$ cat config.mk
export PLATFORM = sky130hd
export DESIGN_NAME = freq_spec_feeder_flat
export DESIGN_NICKNAME = d
export VERILOG_FILES = /design/src/rtl/freq_spec_feeder_pkg.sv /design/src/rtl/freq_spec_feeder_if.sv /design/src/rtl/freq_spec_feeder_decay.sv /design/src/rtl/freq_spec_feeder.sv /design/src/flat_wrapper.sv
export SDC_FILE = /design/constraint.sdc
export NUM_CORES = 1
export LEC_CHECK = 0
export BUFFER_PORTS_ARGS = -buffer_cell sky130_fd_sc_hd__buf_2
export CAP_MARGIN = 5
export CORE_MARGIN = 1
export CORE_UTILIZATION = 56
export CTS_BUF_LIST = sky130_fd_sc_hd__clkbuf_16
export CTS_CLUSTER_DIAMETER = 150
export DETAILED_ROUTE_END_ITERATION = 16
export MAX_ROUTING_LAYER = met4
export PLACE_DENSITY = 0.78
export SLEW_MARGIN = 20
export SYNTH_ARGS = -nofsm -noshare
export SYNTH_HDL_FRONTEND = slang
export SYNTH_SLANG_ARGS = --single-unit
$ cat constraint.sdc
create_clock -name clk50 -period 8.5 [get_ports clk50]
set_input_delay 1.275 -clock clk50 [delete_from_list [all_inputs] [get_ports clk50]]
set_output_delay 1.275 -clock clk50 [all_outputs]
set_load 0.05 [all_outputs]
$ cat src/rtl/freq_spec_feeder_pkg.sv
// Shared constants, types and the magnitude-to-height conversion for the
// spectrum bar feeder.
package freq_spec_pkg;

  localparam int unsigned NBANDS = 12;
  localparam int unsigned VMAX   = 480;
  localparam int unsigned HWIDTH = 9;
  localparam int unsigned SHIFT  = 7;
  localparam int unsigned DECAY  = 8;

  localparam int unsigned BAND_31   = 0;
  localparam int unsigned BAND_72   = 1;
  localparam int unsigned BAND_150  = 2;
  localparam int unsigned BAND_250  = 3;
  localparam int unsigned BAND_440  = 4;
  localparam int unsigned BAND_630  = 5;
  localparam int unsigned BAND_1K   = 6;
  localparam int unsigned BAND_2_5K = 7;
  localparam int unsigned BAND_5K   = 8;
  localparam int unsigned BAND_8K   = 9;
  localparam int unsigned BAND_14K  = 10;
  localparam int unsigned BAND_20K  = 11;

  typedef enum logic {IDLE, COMMIT} feeder_state_t;
  typedef logic [HWIDTH-1:0] height_t;

  // A full-scale level shifts down to 511, which must clip to the screen height.
  function automatic height_t level_to_height(input logic [15:0] lvl);
    logic [15:0] s;
    s = lvl >> SHIFT;
    return (s > 16'(VMAX)) ? height_t'(VMAX) : s[HWIDTH-1:0];
  endfunction

endpackage

$ cat src/rtl/freq_spec_feeder_if.sv
// Valid/ready stream carrying per-band magnitude samples into the feeder.
interface freq_spec_feeder_if;
  logic        mag_valid;
  logic        mag_ready;
  logic [3:0]  mag_band;
  logic [15:0] mag_level;

  modport master (output mag_valid, output mag_band, output mag_level, input mag_ready);
  modport slave  (input mag_valid, input mag_band, input mag_level, output mag_ready);
endinterface

$ cat src/rtl/freq_spec_feeder_decay.sv
// Combinational peak-fall step for one band: decay the shown height, take the
// larger of that and the frame's pending peak, and form the bar-top row.
module freq_band_decay
  import freq_spec_pkg::*;
#(
  parameter int unsigned DECAY_ROWS = DECAY
) (
  input  height_t pending_i,
  input  height_t shown_i,
  output height_t shown_o,
  output height_t row_o
);

  logic [HWIDTH:0]   diff;
  logic [HWIDTH-1:0] decayed;

  // The extra MSB acts as a borrow flag, flooring the drop at zero.
  always_comb begin
    diff    = {1'b0, shown_i} - (HWIDTH+1)'(DECAY_ROWS);
    decayed = diff[HWIDTH] ? '0 : diff[HWIDTH-1:0];
    shown_o = (pending_i > decayed) ? pending_i : decayed;
    row_o   = height_t'(VMAX) - shown_o;
  end

endmodule

$ cat src/rtl/freq_spec_feeder.sv
// Collects per-frame band peaks and commits them, one band per cycle, on each
// falling edge of VGA_VS so the renderer never sees a bar change mid-frame.
module freq_spec_feeder
  import freq_spec_pkg::*;
(
  input  logic                     clk50,
  input  logic                     reset_n,
  input  logic                     VGA_VS,
  freq_spec_feeder_if.slave        mag,
  output logic [8:0]               b31,
  output logic [8:0]               b72,
  output logic [8:0]               b150,
  output logic [8:0]               b250,
  output logic [8:0]               b440,
  output logic [8:0]               b630,
  output logic [8:0]               b1k,
  output logic [8:0]               b2_5k,
  output logic [8:0]               b5k,
  output logic [8:0]               b8k,
  output logic [8:0]               b14k,
  output logic [8:0]               b20k,
  output logic                     bad_band
);

  feeder_state_t state_q, state_d;
  logic [3:0]    idx_q, idx_d;
  logic          vs_q;
  logic          bad_band_q;
  height_t       pending_q [NBANDS];
  height_t       shown_q   [NBANDS];
  height_t       row_q     [NBANDS];

  logic    tick;
  logic    accept;
  height_t sample_h;
  height_t new_shown;
  height_t new_row;

  assign tick          = vs_q & ~VGA_VS;
  assign mag.mag_ready = (state_q == IDLE);
  assign accept        = mag.mag_valid & mag.mag_ready;
  assign sample_h      = level_to_height(mag.mag_level);

  freq_band_decay #(.DECAY_ROWS(DECAY)) u_decay (
    .pending_i (pending_q[idx_q]),
    .shown_i   (shown_q[idx_q]),
    .shown_o   (new_shown),
    .row_o     (new_row)
  );

  always_ff @(posedge clk50 or negedge reset_n) begin
    if (!reset_n) begin
      state_q <= IDLE;
      idx_q   <= '0;
    end else begin
      state_q <= state_d;
      idx_q   <= idx_d;
    end
  end

  // Ticks arriving mid-commit are dropped rather than queued.
  always_comb begin
    state_d = state_q;
    idx_d   = idx_q;
    case (state_q)
      IDLE: begin
        if (tick) begin
          state_d = COMMIT;
          idx_d   = '0;
        end
      end
      COMMIT: begin
        if (idx_q == 4'(NBANDS - 1)) state_d = IDLE;
        else                         idx_d   = idx_q + 4'd1;
      end
      default: state_d = IDLE;
    endcase
  end

  always_ff @(posedge clk50 or negedge reset_n) begin
    if (!reset_n) begin
      vs_q       <= 1'b1;
      bad_band_q <= 1'b0;
      for (int unsigned i = 0; i < NBANDS; i++) begin
        pending_q[i] <= '0;
        shown_q[i]   <= '0;
        row_q[i]     <= height_t'(VMAX);
      end
    end else begin
      vs_q <= VGA_VS;
      if (accept) begin
        if (mag.mag_band < 4'(NBANDS)) begin
          if (sample_h > pending_q[mag.mag_band]) pending_q[mag.mag_band] <= sample_h;
        end else begin
          bad_band_q <= 1'b1;
        end
      end
      if (state_q == COMMIT) begin
        shown_q[idx_q]   <= new_shown;
        pending_q[idx_q] <= '0;
        row_q[idx_q]     <= new_row;
      end
    end
  end

  assign bad_band = bad_band_q;
  assign b31      = row_q[BAND_31];
  assign b72      = row_q[BAND_72];
  assign b150     = row_q[BAND_150];
  assign b250     = row_q[BAND_250];
  assign b440     = row_q[BAND_440];
  assign b630     = row_q[BAND_630];
  assign b1k      = row_q[BAND_1K];
  assign b2_5k    = row_q[BAND_2_5K];
  assign b5k      = row_q[BAND_5K];
  assign b8k      = row_q[BAND_8K];
  assign b14k     = row_q[BAND_14K];
  assign b20k     = row_q[BAND_20K];

endmodule
$ cat src/flat_wrapper.sv
// flat-port wrapper written by rule: the top's interface ports become plain ports
module freq_spec_feeder_flat import freq_spec_pkg::*;
  (clk50, reset_n, VGA_VS, b31, b72, b150, b250, b440, b630, b1k, b2_5k, b5k, b8k, b14k, b20k, bad_band, mag_mag_valid, mag_mag_band, mag_mag_level, mag_mag_ready);
  freq_spec_feeder_if mag_i ();
  input  logic clk50;
  input  logic reset_n;
  input  logic VGA_VS;
  output logic [8:0] b31;
  output logic [8:0] b72;
  output logic [8:0] b150;
  output logic [8:0] b250;
  output logic [8:0] b440;
  output logic [8:0] b630;
  output logic [8:0] b1k;
  output logic [8:0] b2_5k;
  output logic [8:0] b5k;
  output logic [8:0] b8k;
  output logic [8:0] b14k;
  output logic [8:0] b20k;
  output logic bad_band;
  input wire logic [$bits(mag_i.mag_valid)-1:0] mag_mag_valid;
  input wire logic [$bits(mag_i.mag_band)-1:0] mag_mag_band;
  input wire logic [$bits(mag_i.mag_level)-1:0] mag_mag_level;
  output wire logic [$bits(mag_i.mag_ready)-1:0] mag_mag_ready;
  assign mag_i.mag_valid = mag_mag_valid;
  assign mag_i.mag_band = mag_mag_band;
  assign mag_i.mag_level = mag_mag_level;
  assign mag_mag_ready = mag_i.mag_ready;
  freq_spec_feeder u_core (.clk50(clk50), .reset_n(reset_n), .VGA_VS(VGA_VS), .mag(mag_i), .b31(b31), .b72(b72), .b150(b150), .b250(b250), .b440(b440), .b630(b630), .b1k(b1k), .b2_5k(b2_5k), .b5k(b5k), .b8k(b8k), .b14k(b14k), .b20k(b20k), .bad_band(bad_band));
endmodule
==> impl_results.md <==
* Total congestion overflow after global routing at 0
* Crit path arrival time at 7260 ps
* Layout cell share with drive strength beyond 1 at 23.0%
* Row Count at between 60 and 70
* Slew at the pin closest to its max-slew limit at around 1200 ps
* Detailed-route via count at between 10000 and 15000
* Post-synth cell types at 73
* Final worst hold slack at 457 ps
* Register-to-register setup slack at around 1700 ps
* Placed insts at ~2000
* Register Area at ~0.008 mm^2
* Max_cap viols at 0
* Area used by multi-input combinational logic at approximately 0.0073 mm^2
* Inserted Diodes at 0
* Setup TNS at 0 ps
* Endpoint of the worst register-to-register path: u_core.b72[8]
* Total track usage at 31.2%
* Peak Freq at between 0.1 and 0.15 GHz
* Startpoint class of the critical path: flop
* Detailed placement HPWL at 26.8 mm
* Post-Synthesis Cell Area at 0.0161 mm^2
* #FFs+latches synth at 319
* Total core area at approximately 0.028 mm^2
* Final Util at around 64%
* Cells after Synth at between 1500 and 2000
* Input/output buffers at roughly 130
* Portion of the post-synthesis area used by sequential elements at approximately half
* Hold Violations, Final at 0
* Clk buf depth at 3
* Iteration count of the initial detailed-routing pass at 7
* CTS root buf: clkbuf_16
* Post-synthesis cell type with the largest combined area: dfrtp_1
* Final slew viol count at 0
* Setup fix buffers added after clock tree synthesis at 0
* Clock-pin slew of the registers on the worst-case setup and hold paths at around 60 ps
* # resized after CTS at 0
* Number of sinks driven by the clock tree at 319
* Setup-failing EPs final at 0
* Y dimension of the die at ~170 um
* Terminating pin of the worst hold path: u_core.b440[6]
* Number of filler cells placed in the layout at around 2200
* Most frequent cell after synthesis: nand2_1
* Path depth of the worst reg2reg path at 23
* Data required time at the worst endpoint at between 8000 and 9000 ps
* Nets@finish at 1700
* Leading register cell type out of synthesis: dfrtp_1
* Start of the worst register-to-register path: u_core.idx_q[0]
* Number of enable flip-flop cells after synthesis at 0
* Post-detailed-route DRC marker count at 0
* Final period demand of the worst path at around 6800 ps
* Instance count along the most critical hold path at 2
* Post-detailed-routing wire length at about 43 mm
* Setup repair after global routing missed its margin: false
* Cell types with the highest counts after synthesis: nand2_1, o21ai_0, dfrtp_1
* Net count after synthesis at ~1700
* Worst slew slack as a fraction of its limit at 22.2%
* Starting density of the core at 57.5%
* Total die area at around 0.03 mm^2
* Area growth from synthesis to final layout at 11.3%
* Endpoint kind of the worst setup timing path: flop
* Top Ports at roughly 130
* Clock tree from TritonCTS: yes
* Mean Syn Cell Area at between 10 and 15 um^2
* Width of the chip at between 150 and 200 um
* Vias in the first global route at approximately 13000
* Initial antenna violation count at 0
* Worst-skew pair later-pin latency at 530 ps
* Top area cells in the synthesized netlist: dfrtp_1, mux4_2, o21ai_0, dfstp_2, nand2_1
* ANT nets after route at 0
* Clock buffers created by TritonCTS at 35
* Critical path class: flop to flop
* Maximum number of pins on one net before global-route repair at 136
* Worst Hold Launch: u_core.b440[6]
* Total number of H-tree levels at 2
* Detailed-route wire length per cell at around 21 um
* Yosys warning total at 0
* Last weighted congestion value of the routability-driven placer at 0.916
* Initial detailed-routing violation count at 1175
* Proportion of register bits with asynchronous set or reset after synthesis at 100%
* Wire length of the first global-routing pass at between 60 and 70 mm
* Maximum fanout encountered on the critical timing path at 28
* Type of the most critical hold path: flop to flop
* Number of buffers added to fix hold violations after cts at 0
* Via count normalized by instance count at about 6.2
* Setup skew after layout at 25.9 ps
* Share of the clock period used by the worst path after layout at between 80% and 90%
* Final instance count without filler cells at 2054
* Area share of the leading cell type in the synthesized netlist at a little over two fifths
* Outcome: finished, final reports clean
-- layout by cell type (no fill, tap or decap), drive strengths merged, types with 8 or more instances in the layout --
cell	Yosys	routed
inv	19	29
ha	24	24
mux4	67	67
a21oi	90	90
nand3	100	100
clkbuf	87	36
clkinv	0	11
buf	57	164
nor3	9	9
nand2	317	317
dfstp	49	49
mux2i	51	51
nor2	30	30
nor2b	8	8
o21ai	319	319
dfrtp	270	270
-- cell type report --
class | instances | share of cell area, %
Sequential cell | 319 | 44.9
Multi-Input combinational cell | 1113 | 40.6
Timing Repair Buffer | 164 | 5.28
Clock buffer | 36 | 5.03
Tap cell | 378 | 2.64
Clock inverter | 25 | 1.10
Inverter | 19 | 0.398
-- stage by stage --
stage,setup WS (ps),area [um^2]
2_1_floorplan,3110,16100
3_3_place_gp,1840,16800
3_5_place_dp,1770,16800
4_1_cts,1730,17900
5_1_grt,1160,17900
6_report,1690,17900
-- logic make-up (layout without fill, tap and decap cells) --
group | after synthesis | count (layout) | share of synthesized area [%]
AO/OA/AOI/OAI | 461 | 461 | 16.1
XOR/XNOR | 7 | 7 | 0.381
adder cells (fa/ha/maj) | 24 | 24 | 1.87
buffers and inverters | 171 | 244 | 5.34
flip-flops | 319 | 319 | 50.0
multiplexers | 124 | 124 | 13.1
AND/OR/NAND/NOR | 497 | 497 | 13.3
-- how the worst max path moves through the flow --
stage | startpoint | end | cells past startpoint
2_1_floorplan | u_core.idx_q[0] | u_core.b14k[8] | 26
3_3_place_gp | u_core.idx_q[0] | u_core.b72[8] | 23
3_5_place_dp | u_core.idx_q[0] | u_core.b72[8] | 23
4_1_cts | u_core.idx_q[0] | u_core.b72[8] | 23
5_1_grt | u_core.idx_q[0] | u_core.b72[8] | 23
6_report | u_core.idx_q[0] | u_core.b72[8] | 23
-- routing by layer --
metal | vias to the layer above | part of all wire [%] | track usage [%] | routed length, um
li1 | 5749 | - | - | -
met1 | 6253 | 39 | 38.8 | 16600
met2 | 615 | 49 | 49.4 | 21000
met3 | 154 | 7.8 | 5.61 | 3360
met4 | 0 | 4.6 | 15.5 | 1990
met5 | - | 0 | - | 0
-- flip-flops by register name, indices dropped and copies added, names as in the netlist --
name / count
u_core.b630: 9
u_core.b440: 9
u_core.b8k: 9
u_core.b72: 9
u_core.idx_q: 4
u_core.b14k: 9
u_core.vs_q: 1
u_core.bad_band: 1
u_core.shown_q: 96
u_core.b150: 9
u_core.b5k: 9
u_core.b1k: 9
u_core.b250: 9
u_core.b2_5k: 9
u_core.b20k: 9
u_core.b31: 9
u_core.pending_q: 108
u_core.state_q: 1
-- critical path, cell delays in order, from the launching register on --
cell      delay, ps
dfrtp_2         940
mux4_2          610
a22oi_1         320
o221ai_2        210
inv_1           170
ha_1            220
o311ai_1        170
and4bb_2        400
or2_2           150
ha_1            250
a211o_1         290
a21oi_1         110
a311oi_1        130
a211oi_1        460
nor2_1          280
a21oi_1         200
buf_4           200
ha_1            280
o21ai_0         120
a32o_1          310
nor3b_2         190
xnor2_2         300
buf_4           290
o21ai_0         100
Power is left out: the tool's default activity adds up to more than one toggle a clock period on the data nets, which glitch-free logic cannot reach.
